`src/rtl/alu_pkg.sv`:
```
`default_nettype none
// ============================================================================
//  Module      : alu_pkg
//  Description : Shared opcode / control-word constants and the cs priority
//                decoder used by the ALU controller and datapath.
//  Revision    : 1.0  initial release
// ============================================================================
package alu_pkg;

  // Opcodes, sampled by the datapath on LOAD
  localparam logic [1:0] OP_ADD = 2'b00;
  localparam logic [1:0] OP_SUB = 2'b01;
  localparam logic [1:0] OP_MUL = 2'b10;
  localparam logic [1:0] OP_DIV = 2'b11;

  // Bit positions inside the one-hot control word
  localparam int CS_IDLE    = 0;
  localparam int CS_LOAD    = 1;
  localparam int CS_ADD     = 2;
  localparam int CS_SUB     = 3;
  localparam int CS_SHIFT   = 4;
  localparam int CS_OUTPUT  = 5;
  localparam int CS_WAIT_LD = 6;
  localparam int CS_WAIT_OP = 7;

  // Single micro-operation selected from a (possibly multi-hot) control word
  typedef enum logic [2:0] {
    ACT_HOLD   = 3'd0,
    ACT_LOAD   = 3'd1,
    ACT_OUTPUT = 3'd2,
    ACT_ADD    = 3'd3,
    ACT_SUB    = 3'd4,
    ACT_SHIFT  = 3'd5
  } act_e;

  // Priority LOAD > OUTPUT > ADD > SUBTRACT > SHIFT; wait/idle bits only hold
  function automatic act_e decode_cs(input logic [7:0] cs);
    if (cs[CS_LOAD])        return ACT_LOAD;
    else if (cs[CS_OUTPUT]) return ACT_OUTPUT;
    else if (cs[CS_ADD])    return ACT_ADD;
    else if (cs[CS_SUB])    return ACT_SUB;
    else if (cs[CS_SHIFT])  return ACT_SHIFT;
    else if (cs[CS_IDLE] | cs[CS_WAIT_LD] | cs[CS_WAIT_OP]) return ACT_HOLD;
    else                    return ACT_HOLD;
  endfunction

endpackage
`default_nettype wire

```
`src/rtl/alu_addsub.sv`:
```
`default_nettype none
// ============================================================================
//  Module      : alu_addsub
//  Description : W-bit combinational adder/subtractor (y = a + b or a - b,
//                modular). Subtraction is a + ~b + 1.
//  Revision    : 1.0  initial release
// ============================================================================
module alu_addsub #(
  parameter int W = 9
) (
  input  logic [W-1:0] a,
  input  logic [W-1:0] b,
  input  logic         sub,
  output logic [W-1:0] y
);

  assign y = a + (b ^ {W{sub}}) + {{(W-1){1'b0}}, sub};

endmodule
`default_nettype wire

```
`src/rtl/alu_datapath.sv`:
```
`default_nettype none
// ============================================================================
//  Module      : alu_datapath
//  Description : Operand/result datapath of the 8-bit ALU. Executes the
//                LOAD/ADD/SUBTRACT/SHIFT/OUTPUT micro-operations for add,
//                subtract, Booth multiply and non-restoring divide, and
//                exposes Q0/Q1/Asign/count7 for controller branching.
//  Options     : DIVZERO_DETECT_EN - adds div_err output and dividend shadow;
//                a divide by zero then yields res_lo=all-ones, res_hi=dividend.
//  Revision    : 1.0  initial release
// ============================================================================
module alu_datapath
  import alu_pkg::*;
#(
  parameter int WIDTH = 8,
  parameter int CNT_W = $clog2(WIDTH) + 1
) (
  input  logic             clk,
  input  logic             rst,
  input  logic [7:0]       cs,
  input  logic [1:0]       opcode,
  input  logic [WIDTH-1:0] a_in,
  input  logic [WIDTH-1:0] b_in,
  output logic             Q0,
  output logic             Q1,
  output logic             Asign,
  output logic             count7,
  output logic [WIDTH-1:0] res_hi,
  output logic [WIDTH-1:0] res_lo,
  output logic             res_valid
`ifdef DIVZERO_DETECT_EN
  ,
  output logic             div_err
`endif
);

  logic [WIDTH:0]   acc;     // A, one guard bit above the operand width
  logic [WIDTH-1:0] q_reg;   // Q
  logic [WIDTH-1:0] m_reg;   // M
  logic             q_m1;    // Booth extension bit Q_1
  logic [CNT_W-1:0] cnt;
  logic [1:0]       op_r;

  act_e             act;
  logic [WIDTH:0]   m_ext;
  logic [WIDTH:0]   sum;
  logic             at_end;

  assign act    = decode_cs(cs);
  assign at_end = (cnt == CNT_W'(WIDTH));

  // The divisor is unsigned; every other operation treats M as signed
  assign m_ext = (op_r == OP_DIV) ? {1'b0, m_reg} : {m_reg[WIDTH-1], m_reg};

  // One adder serves ADD, SUBTRACT and the remainder correction on OUTPUT
  alu_addsub #(
    .W (WIDTH + 1)
  ) u_addsub (
    .a   (acc),
    .b   (m_ext),
    .sub (act == ACT_SUB),
    .y   (sum)
  );

  // Operand registers A, Q, M, Q_1, shift counter and latched opcode
  always_ff @(posedge clk or negedge rst) begin
    if (!rst) begin
      acc   <= '0;
      q_reg <= '0;
      m_reg <= '0;
      q_m1  <= 1'b0;
      cnt   <= '0;
      op_r  <= OP_ADD;
    end else begin
      case (act)
        ACT_LOAD: begin
          op_r  <= opcode;
          m_reg <= b_in;
          cnt   <= '0;
          q_m1  <= 1'b0;
          if (opcode == OP_ADD || opcode == OP_SUB) begin
            acc   <= {a_in[WIDTH-1], a_in};
            q_reg <= '0;
          end else begin
            acc   <= '0;
            q_reg <= a_in;
          end
        end
        ACT_ADD, ACT_SUB: begin
          acc <= sum;
          if (op_r == OP_DIV) q_reg[0] <= ~sum[WIDTH];
        end
        ACT_SHIFT: begin
          // Once WIDTH shifts are done the counter and operands freeze
          if (!at_end) begin
            cnt <= cnt + CNT_W'(1);
            case (op_r)
              OP_MUL:  {acc, q_reg, q_m1} <= {acc[WIDTH], acc, q_reg};
              OP_DIV:  {acc, q_reg}       <= {acc[WIDTH-1:0], q_reg, 1'b0};
              default: ;
            endcase
          end
        end
        default: ;
      endcase
    end
  end

`ifdef DIVZERO_DETECT_EN
  logic [WIDTH-1:0] dvd_shadow;

  // Sticky divide-by-zero flag and dividend copy, both refreshed on LOAD
  always_ff @(posedge clk or negedge rst) begin
    if (!rst) begin
      div_err    <= 1'b0;
      dvd_shadow <= '0;
    end else if (act == ACT_LOAD) begin
      div_err    <= (opcode == OP_DIV) && (b_in == '0);
      dvd_shadow <= a_in;
    end
  end
`endif

  // Result capture on OUTPUT; valid stays up until the next LOAD
  always_ff @(posedge clk or negedge rst) begin
    if (!rst) begin
      res_hi    <= '0;
      res_lo    <= '0;
      res_valid <= 1'b0;
    end else if (act == ACT_LOAD) begin
      res_valid <= 1'b0;
    end else if (act == ACT_OUTPUT) begin
      res_valid <= 1'b1;
      case (op_r)
        OP_MUL: begin
          res_hi <= acc[WIDTH-1:0];
          res_lo <= q_reg;
        end
        OP_DIV: begin
`ifdef DIVZERO_DETECT_EN
          if (div_err) begin
            res_hi <= dvd_shadow;
            res_lo <= '1;
          end else begin
            res_hi <= acc[WIDTH] ? sum[WIDTH-1:0] : acc[WIDTH-1:0];
            res_lo <= q_reg;
          end
`else
          // A negative final remainder is corrected by adding M back
          res_hi <= acc[WIDTH] ? sum[WIDTH-1:0] : acc[WIDTH-1:0];
          res_lo <= q_reg;
`endif
        end
        default: begin
          res_hi <= {WIDTH{acc[WIDTH]}};
          res_lo <= acc[WIDTH-1:0];
        end
      endcase
    end
  end

  assign Q0     = q_reg[0];
  assign Q1     = q_m1;
  assign Asign  = acc[WIDTH];
  assign count7 = at_end;

endmodule
`default_nettype wire

```
`config.mk`:
```
export PLATFORM = sky130hd
export DESIGN_NAME = alu_datapath
export DESIGN_NICKNAME = d
export VERILOG_FILES = /design/src/rtl/alu_pkg.sv /design/src/rtl/alu_addsub.sv /design/src/rtl/alu_datapath.sv
export SDC_FILE = /design/constraint.sdc
export NUM_CORES = 1
export LEC_CHECK = 0
export ABC_AREA = 0
export BUFFER_PORTS_ARGS = -buffer_cell sky130_fd_sc_hd__buf_2
export CAP_MARGIN = 20
export CORE_MARGIN = 2
export CORE_UTILIZATION = 45
export CTS_CLUSTER_SIZE = 40
export DETAILED_ROUTE_END_ITERATION = 6
export PLACE_DENSITY = 0.66
export SLEW_MARGIN = 25
export SYNTH_ARGS = -nofsm -noshare
export SYNTH_HDL_FRONTEND = slang
export SYNTH_SLANG_ARGS = --single-unit
```
`constraint.sdc`:
```
create_clock -name clk -period 6.16 [get_ports clk]
set_input_delay 0.308 -clock clk [delete_from_list [all_inputs] [get_ports clk]]
set_output_delay 0.308 -clock clk [all_outputs]
set_load 0.05 [all_outputs]
```
### After elaboration in Yosys (flattened, before gate mapping)

Index checks and enable logic that the tools add are counted.

| word-level totals | value |
|---|---|
| logic and storage cells | 72 |
| bits of input ports | 28 |
| output and inout port bits | 21 |
| flip-flop bits (word level) | 49 |

| cells by class | value |
|---|---|
| reduce and logical (&&, ||, !) cells | 14 |
| equal/unequal tests | 15 |
| add/subtract/negate cells | 3 |
| multiplexer cells | 26 |
| bitwise operators | 3 |

Operator list:

| operator | count |
|---|---|
| $mux 8 | 4 |
| $pmux 8 s2 | 2 |
| $mux 9 | 3 |
| $pmux 9 s3 | 1 |
| $pmux 9 s2 | 1 |
| $mux 3 | 5 |
| $pmux 7 s2 | 1 |
| $ne 2x2->1 const B | 5 |
| $add 9x1->9 | 1 |
| $add 9x9->9 | 1 |
| $reduce_and 3->1 | 3 |
| $xor 9x9->9 | 1 |
| $pmux 4 s2 | 1 |
| $reduce_and 4->1 | 2 |
| $eq 3x2->1 const B | 2 |
| $eq 3x3->1 const B | 2 |
| $mux 1 | 5 |
| $add 4x1->4 const B | 1 |
| $eq 2x2->1 const B | 2 |
| $eq 4x4->1 const B | 1 |
| $mux 4 | 1 |
| $reduce_and 2->1 | 2 |
| $reduce_bool 2->1 | 2 |
| $reduce_or 2->1 | 2 |
| 9 further kinds | 10 |

### Logic depth before layout (Yosys ltp)

| logic depth | value |
|---|---|
| depth after elaboration | 12 |
| mapped depth | 12 |
| depth with buffers taken out | 10 |

### By module

From an unflattened synthesis, not the netlist that was laid out.

| unflattened totals | value |
|---|---|
| cell total of the unflattened synthesis | 329 |
| area total of the unflattened synthesis | 3201.8 µm² |

Modules (own cells, without submodules):

| module | area each (µm²) | sequential area each (µm²) | cells each | instances |
|---|---|---|---|---|
| alu_datapath | 2712.6 | 1226.2 | 266 | 1 |
| alu_addsub | 489.2 | 0.0 | 63 | 1 |

### Worst setup path after synthesis

OpenSTA, ideal clock, no wires.

| path | value |
|---|---|
| path kind | input to register |
| start | input cs[1] |
| end | register acc[3] |
| setup slack | 3.564 ns |
| cell stages on the path | 11 |
| setup time | 0.137 ns |
| arrival | 2.458 ns |
| data required time | 6.023 ns |
| buffers on the path | 2 |
| cells stage by stage | buf_2 -> nor4b_2 -> buf_6 -> xor2_1 -> ha_1 -> a31oi_1 -> nor2b_1 -> a311o_4 -> xor2_1 -> a221oi_1 -> a21oi_1 |

| on the way | value |
|---|---|
| cells in the longest elaborated chain, start to end | 6 |
| elaborated cells on any way between the ends | 14 |
| classes of those cells | add/sub: 2; eq/ne: 6; mux: 2; bitwise: 1; reduce/logical: 3 |

RTL lines:

| element | RTL line | text |
|---|---|---|
| from (decl) | alu_datapath.sv:20 | `input logic [7:0] cs,` |
| $mux 3 * | alu_pkg.sv:38 | `if (cs[CS_LOAD]) return ACT_LOAD;` |
| $eq 3x3->1 | alu_datapath.sv:61, alu_datapath.sv:75 |  |
| $xor 9x9->9 | alu_addsub.sv:17 | `assign y = a + (b ^ {W{sub}}) + {{(W-1){1'b0}}, sub};` |
| $add 9x9->9 | alu_addsub.sv:17 |  |
| $add 9x1->9 | alu_addsub.sv:17 |  |
| $pmux 9 s3 | alu_datapath.sv:75 | `case (act)` |
| to (signal assigned) | alu_datapath.sv:82 | `acc <= {a_in[WIDTH-1], a_in};` |
| to (signal assigned) | alu_datapath.sv:90 | `acc <= sum;` |
| to (signal assigned) | alu_datapath.sv:98 | `OP_MUL: {acc, q_reg, q_m1} <= {acc[WIDTH], acc, q_reg};` |
| to (decl) | alu_datapath.sv:37 | `logic [WIDTH:0] acc;` |

Mark *: on every way between the ends. The rest lies on a longest branch, timed or not.
A chain may end at the register's enable or synchronous reset.

### Worst setup path in the final report

Ends and elaborated chain as after synthesis.

==> reports/qor.csv <==
metric,value,unit
cts_setup_buffers,0,
fill_cells,661,
rsz0062_at_grt,false,
fin_cells,464,
power.density,315.7,nW/um2
cp.arrival,2.86,ns
h-tree-depth,2,
coreArea,6681,um2
grt_pass1_vias,2375,
max_stage_delay,0.41,ns
irDropWorstVdd,107.5,uV
globalRouteOverflowTotal,0,
synthesis.nets,391,
synth.avg_cell_area,8.684,um2
tns,0,ns
layout_commonest_cell,nand2_1,
cts_buffers,5,
track_usage,20.26,%
period_minus_slack,2.702,ns
die_w,86.42,um
synth_cell_type_count,49,
max_clock_freq,370.1,MHz
dp_cells,456,
final_cell_mix,"53 x nand2_1, 49 x dfrtp_1, 44 x buf_2",
hold_viol,0,
status,"finished, final reports clean",
routed_wl,7.421,mm
clock_insertion_delay_worst_skew,0.31,ns
setup_violations,0,
drc,0,
largest_reg_flops,9,
rr_startpoint,op_r[1],
antenna_cells,0,
numPortBuffers,45,
synth_edf_count,0,
required,6.32,ns
ant_nets,0,
vias_per_cell,5.653,
start_util,45.75,%
critical_path.cell_chain,buf_2 -> nor4b_2 -> buf_4 -> xor2_1 -> ha_1 -> a31oi_1 -> nor2b_1 -> a311o_4 -> xor2_1 -> a221oi_1 -> a21oi_1,
relSlewSlack,43.36,%
crit_fanout,27,
synthCells,352,
grt_pass1_wl,11.81,mm
drtPass1Iterations,4,
leakagePower,1.595,nW
rows,30,
synth_area,3057,um2
die_area,7468,um2
worst-setup-path-type,in2reg,
worstSetupStartpoint,cs[1],
ctsHoldBuffers,0,
worst_hold_slack,0.01349,ns
fin_crit_sh,43.86,%
max_cap_violations,0,
via_count,2623,
cts_resized,0,
dp_hpwl,5.268,mm
fin_area,3426,um2
grt_max_degree,50,
fin_skew,0.008667,ns
report.final.slew_viol_count,0,
placed_cell_area,3299,um2
drive_gt1_share,18.23,%
max_slew.worst_pin.slew,0.8496,ns
synth-seq-area-share,40.11,%
root_buffer,clkbuf_8,
cts_tree,built,
antenna_found_initial,0,
cp_common_cell,xor2_1,
start_kind,input pin,
fin_nets,422,
gp_congestion,0.9102,
crit_slowest_cell,a311o_4,
end_kind,flip-flop,
ctsLongestPathBuffers,2,
synth_warnings,0,
chipHeight,86.42,um
top_register,acc,
path_clk_slew,0.09,ns
wl_per_cell,15.99,um
ys_ff_latch,49,
hold_class,in2async,
synth_ff_type,dfrtp_1,
drt-initial-drc-count,211,
ios,49,
utilization,51.27,%
cts_sinks,49,
async_flop_share,100.0,%
area_delta_synth_final,12.08,%
## power by group
part           leakage [nW]  internal (mW)  switching [mW]
sequential            0.606          0.370          0.0640
combinational         0.931          0.133           0.270
clock                0.0574          0.132           0.112
## metal layers
metal	track usage [%]	routed length, um
met5	0	0
met4	6.818	153
met3	4.095	440
met2	32.38	3443
met1	27.53	3383
## cells by family (layout without fill, tap and decap cells)
kind of cell	Yosys count	count (layout)	share of synthesized area (%)
mux	19	19	6.550
flops	49	49	40.11
fa+ha+maj	11	11	4.748
simple gates	109	109	16.17
buf+inv	39	71	5.117
xor+xnor	18	18	5.158
compound gates	107	107	22.15
## stage by stage
stage | worst slack, ns | power [mW]
floorplan | 3.564 | 0.7299
global placement | 3.123 | 0.8314
detailed placement | 3.088 | 0.8400
CTS | 3.411 | 1.084
global route | 3.241 | 1.142
finish | 3.458 | 1.082
## cells in the mapped netlist (2+ instances only)
master	n	area, um2
a21boi_0	2	15.01
a21oi_1	42	210.2
a221oi_1	4	35.03
a311oi_1	8	70.07
a31oi_1	5	31.28
a32oi_1	3	26.28
and2_1	2	12.51
and3_1	3	18.77
buf_1	3	11.26
buf_2	2	10.01
clkbuf_1	16	60.06
dfrtp_1	49	1226
ha_1	10	125.1
inv_1	17	63.81
mux2_2	8	90.09
mux2i_1	11	110.1
nand2_1	53	198.9
nand2b_1	2	12.51
nand3_1	8	40.04
nor2_1	27	101.4
nor2b_1	2	12.51
nor3_1	2	10.01
o21a_1	3	22.52
o21ai_0	28	140.1
or3_1	2	12.51
xnor2_1	5	43.79
xor2_1	13	113.9
## worst max-delay path: cells and delay by family
family / cells / cell delay (ns)
adder cells (fa/ha/maj): 1 / 0.28
XOR/XNOR: 2 / 0.40
buffers and inverters: 2 / 0.50
AO/OA/AOI/OAI: 4 / 1.00
AND/OR/NAND/NOR: 2 / 0.35
## layout make-up
type / instances / area, um2 / area share [%]
Timing Repair Buffer: 46 / 235.2 / 6.866
Tap cell: 80 / 100.1 / 2.922
Clock inverter: 2 / 37.54 / 1.096
Multi-Input combinational cell: 264 / 1680 / 49.05
Clock buffer: 6 / 82.58 / 2.411
Sequential cell: 49 / 1226 / 35.79
Inverter: 17 / 63.81 / 1.863
## worst paths after layout
kind | slack [ns] | endpoint | cells past startpoint
setup / recovery | 3.46 | acc[3] | 11
hold / removal | 0.01 | cnt[2] | 1
setup reg to reg | 3.53 | q_reg[0] | 6
hold reg to reg | 0.48 | res_hi[0] | 2
max in group asynchronous | 5.72 | acc[3] | 1
min in group clk | 0.22 | op_r[0] | 3
Note: power is estimated with default switching activity, not from simulation.
